`src/rtl/adder_seq_pkg.sv`:
```
// ----------------------------------------------------------------------------
// adder_seq_pkg
// Shared definitions for the sequential multi-byte adder:
//   state_t         controller states (IDLE, RUN, DONE)
//   BYTE_W          width of one adder slice
//   NBYTES_DEFAULT  default number of slices per operand
// ----------------------------------------------------------------------------
package adder_seq_pkg;

   localparam int BYTE_W         = 8;
   localparam int NBYTES_DEFAULT = 4;

   typedef enum logic [1:0] {
      IDLE = 2'd0,
      RUN  = 2'd1,
      DONE = 2'd2
   } state_t;

endpackage : adder_seq_pkg

```
`src/rtl/hybridadder8_struct.sv`:
```
// ----------------------------------------------------------------------------
// hybridadder8_struct
// Combinational 8-bit adder built from three segments:
//   bits 1:0  ripple-carry
//   bits 5:2  4-bit carry-lookahead (carries formed from generate/propagate
//             terms directly off c[2], so the middle segment adds no ripple)
//   bits 7:6  ripple-carry
// Ports:
//   x, y  [7:0]  addends
//   c0           carry-in
//   s     [7:0]  sum
//   c8           carry-out of bit 7
// ----------------------------------------------------------------------------
module hybridadder8_struct
   import adder_seq_pkg::*;
(
   input  logic [BYTE_W-1:0] x,
   input  logic [BYTE_W-1:0] y,
   input  logic              c0,
   output logic [BYTE_W-1:0] s,
   output logic              c8
);

   logic [BYTE_W-1:0] g;
   logic [BYTE_W-1:0] p;
   logic [BYTE_W:0]   c;

   assign g = x & y;
   assign p = x ^ y;

   // Low ripple segment.
   assign c[0] = c0;
   assign c[1] = g[0] | (p[0] & c[0]);
   assign c[2] = g[1] | (p[1] & c[1]);

   // Lookahead segment: every carry depends only on c[2] and local g/p.
   assign c[3] = g[2] | (p[2] & c[2]);
   assign c[4] = g[3] | (p[3] & g[2]) | (p[3] & p[2] & c[2]);
   assign c[5] = g[4] | (p[4] & g[3]) | (p[4] & p[3] & g[2])
               | (p[4] & p[3] & p[2] & c[2]);
   assign c[6] = g[5] | (p[5] & g[4]) | (p[5] & p[4] & g[3])
               | (p[5] & p[4] & p[3] & g[2])
               | (p[5] & p[4] & p[3] & p[2] & c[2]);

   // High ripple segment.
   assign c[7] = g[6] | (p[6] & c[6]);
   assign c[8] = g[7] | (p[7] & c[7]);

   assign s  = p ^ c[BYTE_W-1:0];
   assign c8 = c[BYTE_W];

endmodule : hybridadder8_struct

```
`src/rtl/multibyte_adder_seq.sv`:
```
// ----------------------------------------------------------------------------
// multibyte_adder_seq
// Adds two NBYTES-wide unsigned operands by stepping a single 8-bit hybrid
// adder across the bytes, LSB first, chaining each byte's carry-out into the
// next byte's carry-in. One byte is processed per clock.
// Ports:
//   clk        rising-edge clock
//   rst        synchronous active-high reset
//   in_valid   operand pair on a/b/cin is valid
//   in_ready   operands accepted (high only in IDLE)
//   a, b       [8*NBYTES-1:0] addends
//   cin        carry-in to byte 0
//   out_valid  sum/cout valid (DONE)
//   out_ready  consumer accepts the result
//   sum        [8*NBYTES-1:0] a+b+cin modulo 2^(8*NBYTES)
//   cout       carry-out of the top byte
//   busy       high in RUN or DONE
// ----------------------------------------------------------------------------
module multibyte_adder_seq
   import adder_seq_pkg::*;
#(
   parameter int NBYTES = NBYTES_DEFAULT
) (
   input  logic                     clk,
   input  logic                     rst,
   input  logic                     in_valid,
   output logic                     in_ready,
   input  logic [BYTE_W*NBYTES-1:0] a,
   input  logic [BYTE_W*NBYTES-1:0] b,
   input  logic                     cin,
   output logic                     out_valid,
   input  logic                     out_ready,
   output logic [BYTE_W*NBYTES-1:0] sum,
   output logic                     cout,
   output logic                     busy
);

   localparam int W     = BYTE_W * NBYTES;
   localparam int IDX_W = (NBYTES > 1) ? $clog2(NBYTES) : 1;
   localparam logic [IDX_W-1:0] LAST_IDX = IDX_W'(NBYTES - 1);

   state_t            state;
   logic [IDX_W-1:0]  idx;
   logic              carry_reg;
   logic [W-1:0]      a_reg;
   logic [W-1:0]      b_reg;

   logic [BYTE_W-1:0] x_byte;
   logic [BYTE_W-1:0] y_byte;
   logic [BYTE_W-1:0] s_byte;
   logic              c8;

   // Byte slice currently presented to the adder.
   assign x_byte = a_reg[idx*BYTE_W +: BYTE_W];
   assign y_byte = b_reg[idx*BYTE_W +: BYTE_W];

   hybridadder8_struct u_add8 (
      .x  (x_byte),
      .y  (y_byte),
      .c0 (carry_reg),
      .s  (s_byte),
      .c8 (c8)
   );

   // Handshake/status flags are decoded straight from the state register,
   // so they are glitch-free and valid from the first cycle after reset.
   assign in_ready  = (state == IDLE);
   assign out_valid = (state == DONE);
   assign busy      = (state != IDLE);

   // NOTE: a_reg/b_reg are left out of reset on purpose; they are always
   // loaded on acceptance before the adder ever reads them.
   always_ff @(posedge clk) begin
      if (rst) begin
         state     <= IDLE;
         idx       <= '0;
         carry_reg <= 1'b0;
         sum       <= '0;
         cout      <= 1'b0;
      end else begin
         // NOTE: non-blocking assignments so every register here samples
         // pre-edge values regardless of statement order.
         case (state)
            IDLE: begin
               if (in_valid) begin
                  a_reg     <= a;
                  b_reg     <= b;
                  carry_reg <= cin;
                  idx       <= '0;
                  sum       <= '0;
                  state     <= RUN;
               end
            end

            RUN: begin
               sum[idx*BYTE_W +: BYTE_W] <= s_byte;
               carry_reg                 <= c8;
               if (idx == LAST_IDX) begin
                  // Counter is cleared rather than incremented so it never
                  // wraps for power-of-two NBYTES.
                  idx   <= '0;
                  cout  <= c8;
                  state <= DONE;
               end else begin
                  idx <= idx + 1'b1;
               end
            end

            DONE: begin
               if (out_ready) begin
                  state <= IDLE;
               end
            end

            default: state <= IDLE;
         endcase
      end
   end

endmodule : multibyte_adder_seq
```
`config.mk`:
```
export PLATFORM = sky130hd
export DESIGN_NAME = multibyte_adder_seq
export DESIGN_NICKNAME = d
export VERILOG_FILES = /design/src/rtl/adder_seq_pkg.sv /design/src/rtl/hybridadder8_struct.sv /design/src/rtl/multibyte_adder_seq.sv
export SDC_FILE = /design/constraint.sdc
export NUM_CORES = 1
export LEC_CHECK = 0
export CAP_MARGIN = 10
export CORE_UTILIZATION = 52
export DETAILED_ROUTE_END_ITERATION = 8
export DONT_BUFFER_PORTS = 1
export PLACE_DENSITY = 0.7
export SLEW_MARGIN = 15
export SYNTH_ARGS = -nofsm -noshare
export SYNTH_HDL_FRONTEND = slang
export SYNTH_SLANG_ARGS = --single-unit
```
`constraint.sdc`:
```
create_clock -name clk -period 6.9 [get_ports clk]
set_input_delay 1.38 -clock clk [delete_from_list [all_inputs] [get_ports clk]]
set_output_delay 1.38 -clock clk [all_outputs]
set_load 0.01 [all_outputs]
```
==> key figures, run 1 <==
Run status
  – Outcome: finished clean

Detailed routing
  – DR vias/cell: 5.891
  – DRC violations left: 0
  – Via Count: 2274
  – Antenna-violating nets left: 0
  – First-pass DRT Iterations: 4
  – Initial DRC count: 99
  – Drt wl/cell: 19.62 um
  – Final WL: 7573 um

Global routing
  – First-pass GRT wire length: 11940 um
  – GR Util All Layers: 19.73%
  – Initial antenna violation count: 0
  – Vias in the first global route: 2301
  – Largest net degree at the start of global routing: 65
  – Grt total ovfl: 0

Timing
  – Max-slew violations: 0
  – Worst-margin pin slew: 0.7796 ns
  – Clk_skew: 0.01221 ns
  – Setup_tns: 0 ns
  – Final period utilization: 57.84%
  – Fin. Hold Viols: 0
  – RSZ-0062 raised after global routing: no
  – Tmin final: 3.991 ns
  – Peak Freq: 250.6 MHz
  – Endpoints failing setup: 0
  – Worst slew margin: 48.03%

Floorplanning
  – Die boundary height: 90.34 um
  – # rows: 31
  – Chip Width: 90.34 um
  – I/O pins: 105
  – DIE AREA: 8160 um^2
  – Initial core utilization: 54.77%
  – Placeable core area: 7408 um^2

Yosys
  – Synth top area share: 47.36%
  – Yosys warning count: 0
  – Post-Syn Instances: 279
  – Sequential fraction of the synthesis area: 66.11%
  – Ys async rst share: 0%
  – Post-synth top cells: 64 x edfxtp_1, 45 x nor2_1, 38 x dfxtp_1
  – Yosys reg bits: 102
  – Post-synth EDFFs: 64
  – Top_reg_cell synth: edfxtp_1
  – Synth area leader: edfxtp_1
  – Mapped Area: 4058 um^2
  – Synth Area per Inst: 14.54 um^2
  – Synthesized net count: 361
  – Most numerous cell in the Yosys netlist: edfxtp_1
  – Synth area leaders: edfxtp_1 47%, dfxtp_1 19%, mux4_2 8.9%, nor2_1 4.2%, a22oi_1 3.9%
  – Unique masters post-synth: 35

Worst setup path
  – Critical path endpoint category: register
  – Worst Reg2Reg Path Length in Cells: 14
  – WP data arrival: 4.27 ns
  – Worst EP required: 7.18 ns
  – CP startpoint kind: register
  – Kind of critical path: reg2reg
  – Maximum fanout along the worst path: 13
  – Reg2reg setup slack: 2.91 ns

Clocking
  – Hold bufs inserted after CTS: 0
  – Setup bufs post-CTS: 0
  – Clock Tree Root: clkbuf_8
  – CTS tree: yes
  – CTS Buf Count: 9
  – # clock sinks: 102
  – Bufs on Longest Clock Path: 2
  – H-tree Lvls: 3
  – Clock-pin slew on the worst setup and hold paths: 0.10 ns
  – Post_cts resized: 0
  – Worst skew pair latency: 0.37 ns

Run
  – Max cap viols: 0

Layout
  – Register area: 2683 um^2
  – Area of the multi-input gates: 1300 um^2
  – # diodes: 0
  – P&R area growth vs syn: 7.832%
  – Final net count: 364
  – Filler cells: 574
  – Finished Cell Area: 4375 um^2
  – Final cell count without fillers: 386
  – Share of layout cells above drive strength 1: 13.94%

Place
  – Port bufs: 0
  – GP Congestion: 0.7933
  – Area after DPL: 4170 um^2
  – Cell total after placement: 370
  – Hpwl dp: 5308 um

Pwr
  – Combinational share of power: 9.9%
  – Sw frac: 25.12%
  – Sequential Power Share: 57.6%
  – Total chip power: 1.191 mW
  – Static Leakage: 1.490 nW
  – Power Internal: 0.8920 mW
  – Power Dens Cells: 272.2 nW/um^2
  – P_sw: 0.2992 mW
  – Max VDD drop: 0.1877 mV
  – Clock power share: 32.5%

Hold path
  – WHS Path Cells: 2
  – Min-Delay Path Class: reg2reg
==> critical path: stages, from the launching register on <==
cell	delay (ns)
dfxtp_1	0.71
buf_4	0.36
mux4_2	0.55
fa_1	0.39
inv_1	0.07
fa_1	0.18
nand2b_1	0.11
a21oi_1	0.09
a21o_1	0.21
a21oi_1	0.18
fa_1	0.20
inv_1	0.06
fa_1	0.51
a22oi_1	0.20
nor2_1	0.06
==> cells in the final DEF (no fill, tap or decap), types with 3 or more instances in the layout <==
master and count:
nor2_1 45, o31ai_1 3, edfxtp_1 64, buf_4 3, clkinvlp_4 3, nand2_1 6
dfxtp_1 38, nand3b_1 4, a21oi_1 14, clkbuf_8 9, inv_1 11, a22oi_1 21
nand2b_1 4, ha_1 8, fa_1 5, nor2b_1 4, a21o_1 5, mux4_2 16
==> final timing paths <==
check	startpoint	end
min reg2reg	cout	cout
max reg2reg	idx[0]	sum[23]
max	idx[0]	sum[23]
min	cout	cout
==> area by class of cell <==
type                    instances  area share, %
clock buffers                   9          2.831
clock inverters                 7          1.859
inverters                      11         0.9437
multi-input cells             155          29.71
flip-flops and latches        102          61.31
well taps                      99          2.831
repair buffers                  3         0.5147
==> per-stage QoR <==
stage | hold WS, ns | setup WS, ns | utilization [%]
after floorplan | 0.4805 | 2.151 | -
after global placement | 0.5059 | 2.940 | 56.29
after detailed placement | 0.5079 | 2.830 | 56.29
after CTS | 0.5219 | 2.833 | 59.06
after global routing | 0.5469 | 2.640 | 59.06
final | 0.5117 | 2.909 | 59.06
==> cell families after synthesis <==
| group | share of synthesized area [%] |
|---|---|
| flip-flops | 66.11 |
| adder cells (fa/ha/maj) | 4.934 |
| AO/OA/AOI/OAI | 7.987 |
| multiplexers | 8.881 |
| AND/OR/NAND/NOR | 9.312 |
| XOR/XNOR | 0.6477 |
| buffers and inverters | 2.128 |
==> routing by layer <==
metal	global-route usage [%]	wire, um	up-vias	share of wire, %
met4	9.543	123	0	1.6
met3	6.902	480	14	6.3
li1	-	-	1046	-
met2	33.52	3932	78	52
met5	0	0	-	0
met1	22.16	3036	1136	40
==> power groups by stage <==
| stage | logic, mW | registers [mW] | clock network, mW |
|---|---|---|---|
| 2_1_floorplan | 0.0936 | 0.695 | 0 |
| 3_3_place_gp | 0.117 | 0.699 | 0 |
| 3_5_place_dp | 0.119 | 0.700 | 0 |
| 4_1_cts | 0.120 | 0.686 | 0.393 |
| 5_1_grt | 0.131 | 0.689 | 0.413 |
| 6_report | 0.118 | 0.686 | 0.387 |
(Power assumes the default switching activity.)
==> inputs of run 2 (changes only) <==
clock period = 3.4 ns   (was 6.9 ns; I/O delays follow)
==> run 2 against run 1 <==
Net effect:
- flip-flop and latch count is the same
- clock skew grew 0.0020 ns
- cell area grew 2.5%
- critical path type unchanged
- wire length shrank 3.5%
- register-to-register slack lost 2.7 ns
- critical path depth shrank 1
- global-route usage shrank 0.83 points
==> key figures, run 2 (synthesized netlist as in run 1, its figures left out) <==
Global routing
  – First-pass GRT wire length: 11600 um (was 11940 um)
  – Initial antenna violation count: 0 (unchanged)
  – Vias in the first global route: 2233 (was 2301)
  – GR Util All Layers: 18.89% (was 19.73%)
  – Grt total ovfl: 0 (unchanged)
  – Largest net degree at the start of global routing: 65 (unchanged)

Detailed routing
  – M1 wire length: 2913 um (was 3036 um)
  – Initial DRC count: 100 (was 99)
  – Antenna-violating nets left: 0 (unchanged)
  – Met3 wire length: 554 um (was 480 um)
  – Drt wl/cell: 18.79 um (was 19.62 um)
  – Final WL: 7310 um (was 7573 um)
  – Top layer reached by signal wires: met4 (unchanged)
  – First-pass DRT Iterations: 4 (unchanged)
  – DR vias/cell: 5.784 (was 5.891)
  – Met2 WL: 3737 um (was 3932 um)
  – Via Count: 2250 (was 2274)
  – DRC violations left: 0 (unchanged)

Worst setup path
  – CP startpoint kind: register (unchanged)
  – Slowest stage delay, CP: 0.48 ns (was 0.71 ns)
  – CP delay by family, top: adder cells (unchanged)
  – Kind of critical path: reg2reg (unchanged)
  – Worst EP required: 3.67 ns (was 7.18 ns)
  – Crit path buffers/inverters: 3 (unchanged)
  – Crit path cell chain: buf_12 -> mux4_2 -> inv_1 -> fa_1 -> nand2b_1 -> a21oi_2 -> a21o_1 -> a21oi_2 -> fa_1 -> inv_1 -> fa_2 -> a22oi_1 -> nor2_1 (was buf_4 -> mux4_2 -> fa_1 -> inv_1 -> fa_1 -> nand2b_1 -> a21oi_1 -> a21o_1 -> a21oi_1 -> fa_1 -> inv_1 -> fa_1 -> a22oi_1 -> nor2_1)
  – WP data arrival: 3.47 ns (was 4.27 ns)
  – CP max-delay cell: fa_2 (was dfxtp_1)
  – Critical path endpoint category: register (unchanged)
  – Maximum fanout along the worst path: 19 (was 13)

Floorplanning
  – DIE AREA: 8160 um^2 (unchanged)
  – Chip Width: 90.34 um (unchanged)
  – Placeable core area: 7408 um^2 (unchanged)
  – # rows: 31 (unchanged)
  – Initial core utilization: 54.77% (unchanged)
  – I/O pins: 105 (unchanged)
  – Die boundary height: 90.34 um (unchanged)

Layout
  – Most frequent standard cell in the layout excluding fill and tap cells: edfxtp_1 (unchanged)
  – Register area: 2688 um^2 (was 2683 um^2)
  – Share of layout cells above drive strength 1: 16.55% (was 13.94%)
  – P&R area growth vs syn: 10.48% (was 7.832%)
  – Most frequent cells in the layout: 64 x edfxtp_1, 45 x nor2_1, 36 x dfxtp_1 (was 64 x edfxtp_1, 45 x nor2_1, 38 x dfxtp_1)
  – Final cell count without fillers: 389 (was 386)
  – # diodes: 0 (unchanged)
  – Finished Cell Area: 4483 um^2 (was 4375 um^2)
  – Final net count: 367 (was 364)
  – Area of the multi-input gates: 1315 um^2 (was 1300 um^2)
  – Filler cells: 583 (was 574)

Pwr
  – Clock power share: 35.5% (was 32.5%)
  – Sequential Power Share: 54.4% (was 57.6%)
  – Static Leakage: 1.539 nW (was 1.490 nW)
  – Power Dens Cells: 569.9 nW/um^2 (was 272.2 nW/um^2)
  – Max VDD drop: 0.4404 mV (was 0.1877 mV)
  – Sw frac: 23.04% (was 25.12%)
  – P_sw: 0.5887 mW (was 0.2992 mW)
  – Combinational share of power: 10.1% (was 9.9%)
  – Power Internal: 1.966 mW (was 0.8920 mW)

Timing
  – Hold WS: 0.3774 ns (was 0.5117 ns)
  – Final period utilization: 94.28% (was 57.84%)
  – Worst-margin pin slew: 0.7774 ns (was 0.7796 ns)
  – Max-slew violations: 0 (unchanged)
  – Peak Freq: 312.0 MHz (was 250.6 MHz)
  – Worst Setup Slack, final: 0.1946 ns (was 2.909 ns)
  – Endpoints failing setup: 0 (unchanged)
  – Tmin final: 3.205 ns (was 3.991 ns)
  – Fin. Hold Viols: 0 (unchanged)
  – Clk_skew: 0.01425 ns (was 0.01221 ns)
  – Worst slew margin: 48.17% (was 48.03%)

Clocking
  – Hold bufs inserted after CTS: 0 (unchanged)
  – H-tree Lvls: 3 (unchanged)
  – Worst skew pair latency: 0.36 ns (was 0.37 ns)
  – Post_cts resized: 1 (was 0)
  – Clock-pin slew on the worst setup and hold paths: 0.10 ns (about the same)
  – # clock sinks: 102 (unchanged)
  – CTS Buf Count: 9 (unchanged)
  – Bufs on Longest Clock Path: 2 (unchanged)
  – CTS tree: yes (unchanged)
  – Clock Tree Root: clkbuf_8 (unchanged)
  – Setup bufs post-CTS: 0 (unchanged)

Place
  – Cell total after placement: 373 (was 370)
  – Area after DPL: 4218 um^2 (was 4170 um^2)
  – GP Congestion: 0.8220 (was 0.7933)
  – Hpwl dp: 5237 um (was 5308 um)
  – Port bufs: 0 (unchanged)
  – Place WS: 0.002307 ns (was 2.830 ns)

Hold path
  – Min-Delay Path Class: in2reg (was reg2reg)

Run status
  – Outcome: finished clean (unchanged)

Run
  – Max cap viols: 0 (unchanged)
==> run 2: changes by cell type in the layout (fill, tap and decap cells not counted), moves of 2 or more <==
cell        previous run  this run
buf_12                 0         2
clkinvlp_4             3         1
a21oi_2                0         2
a21oi_1               14        12
bufinv_16              1         3
dfxtp_1               38        36
==> run 2: path summary, 6_finish.rpt <==
kind,cells past startpoint,startpoint,end,slack [ns]
worst max-delay path,13,idx[0],sum[7],0.19
worst min-delay path,1,rst,sum[30],0.38
worst max register to register,13,idx[0],sum[7],0.19
worst min register to register,2,cout,cout,0.51
==> run 2: layout make-up <==
type | instances | share of cell area [%]
clock inverters | 6 | 2.624
inverters | 11 | 0.9210
well taps | 99 | 2.763
flip-flops and latches | 102 | 59.95
multi-input cells | 155 | 29.33
clock buffers | 10 | 2.847
repair buffers | 6 | 1.563
==> run 2: stage by stage <==
step / utilization (%) / TNS, ns / power (mW)
final: 60.51 / 0 / 2.555
after global routing: 60.51 / -0.006960 / 2.643
after CTS: 60.26 / 0 / 2.573
after detailed placement: 56.93 / 0 / 1.671
after global placement: 56.93 / 0 / 1.663
after floorplan: - / 0 / 1.600
==> run 2: layer usage <==
layer / track usage (%) / up-vias
met4: 8.065 / 0
met3: 6.145 / 7
met2: 31.17 / 79
li1: - / 1054
met5: 0 / -
met1: 22.86 / 1110
==> run 2: power by group through the flow <==
| stage | Clock [mW] | Sequential [mW] | Combinational (mW) |
|---|---|---|---|
| CTS | 0.929 | 1.39 | 0.252 |
| global route | 0.966 | 1.40 | 0.282 |
| floorplan | 0 | 1.41 | 0.192 |
| detailed placement | 0 | 1.42 | 0.252 |
| finish | 0.907 | 1.39 | 0.258 |
| global placement | 0 | 1.42 | 0.245 |
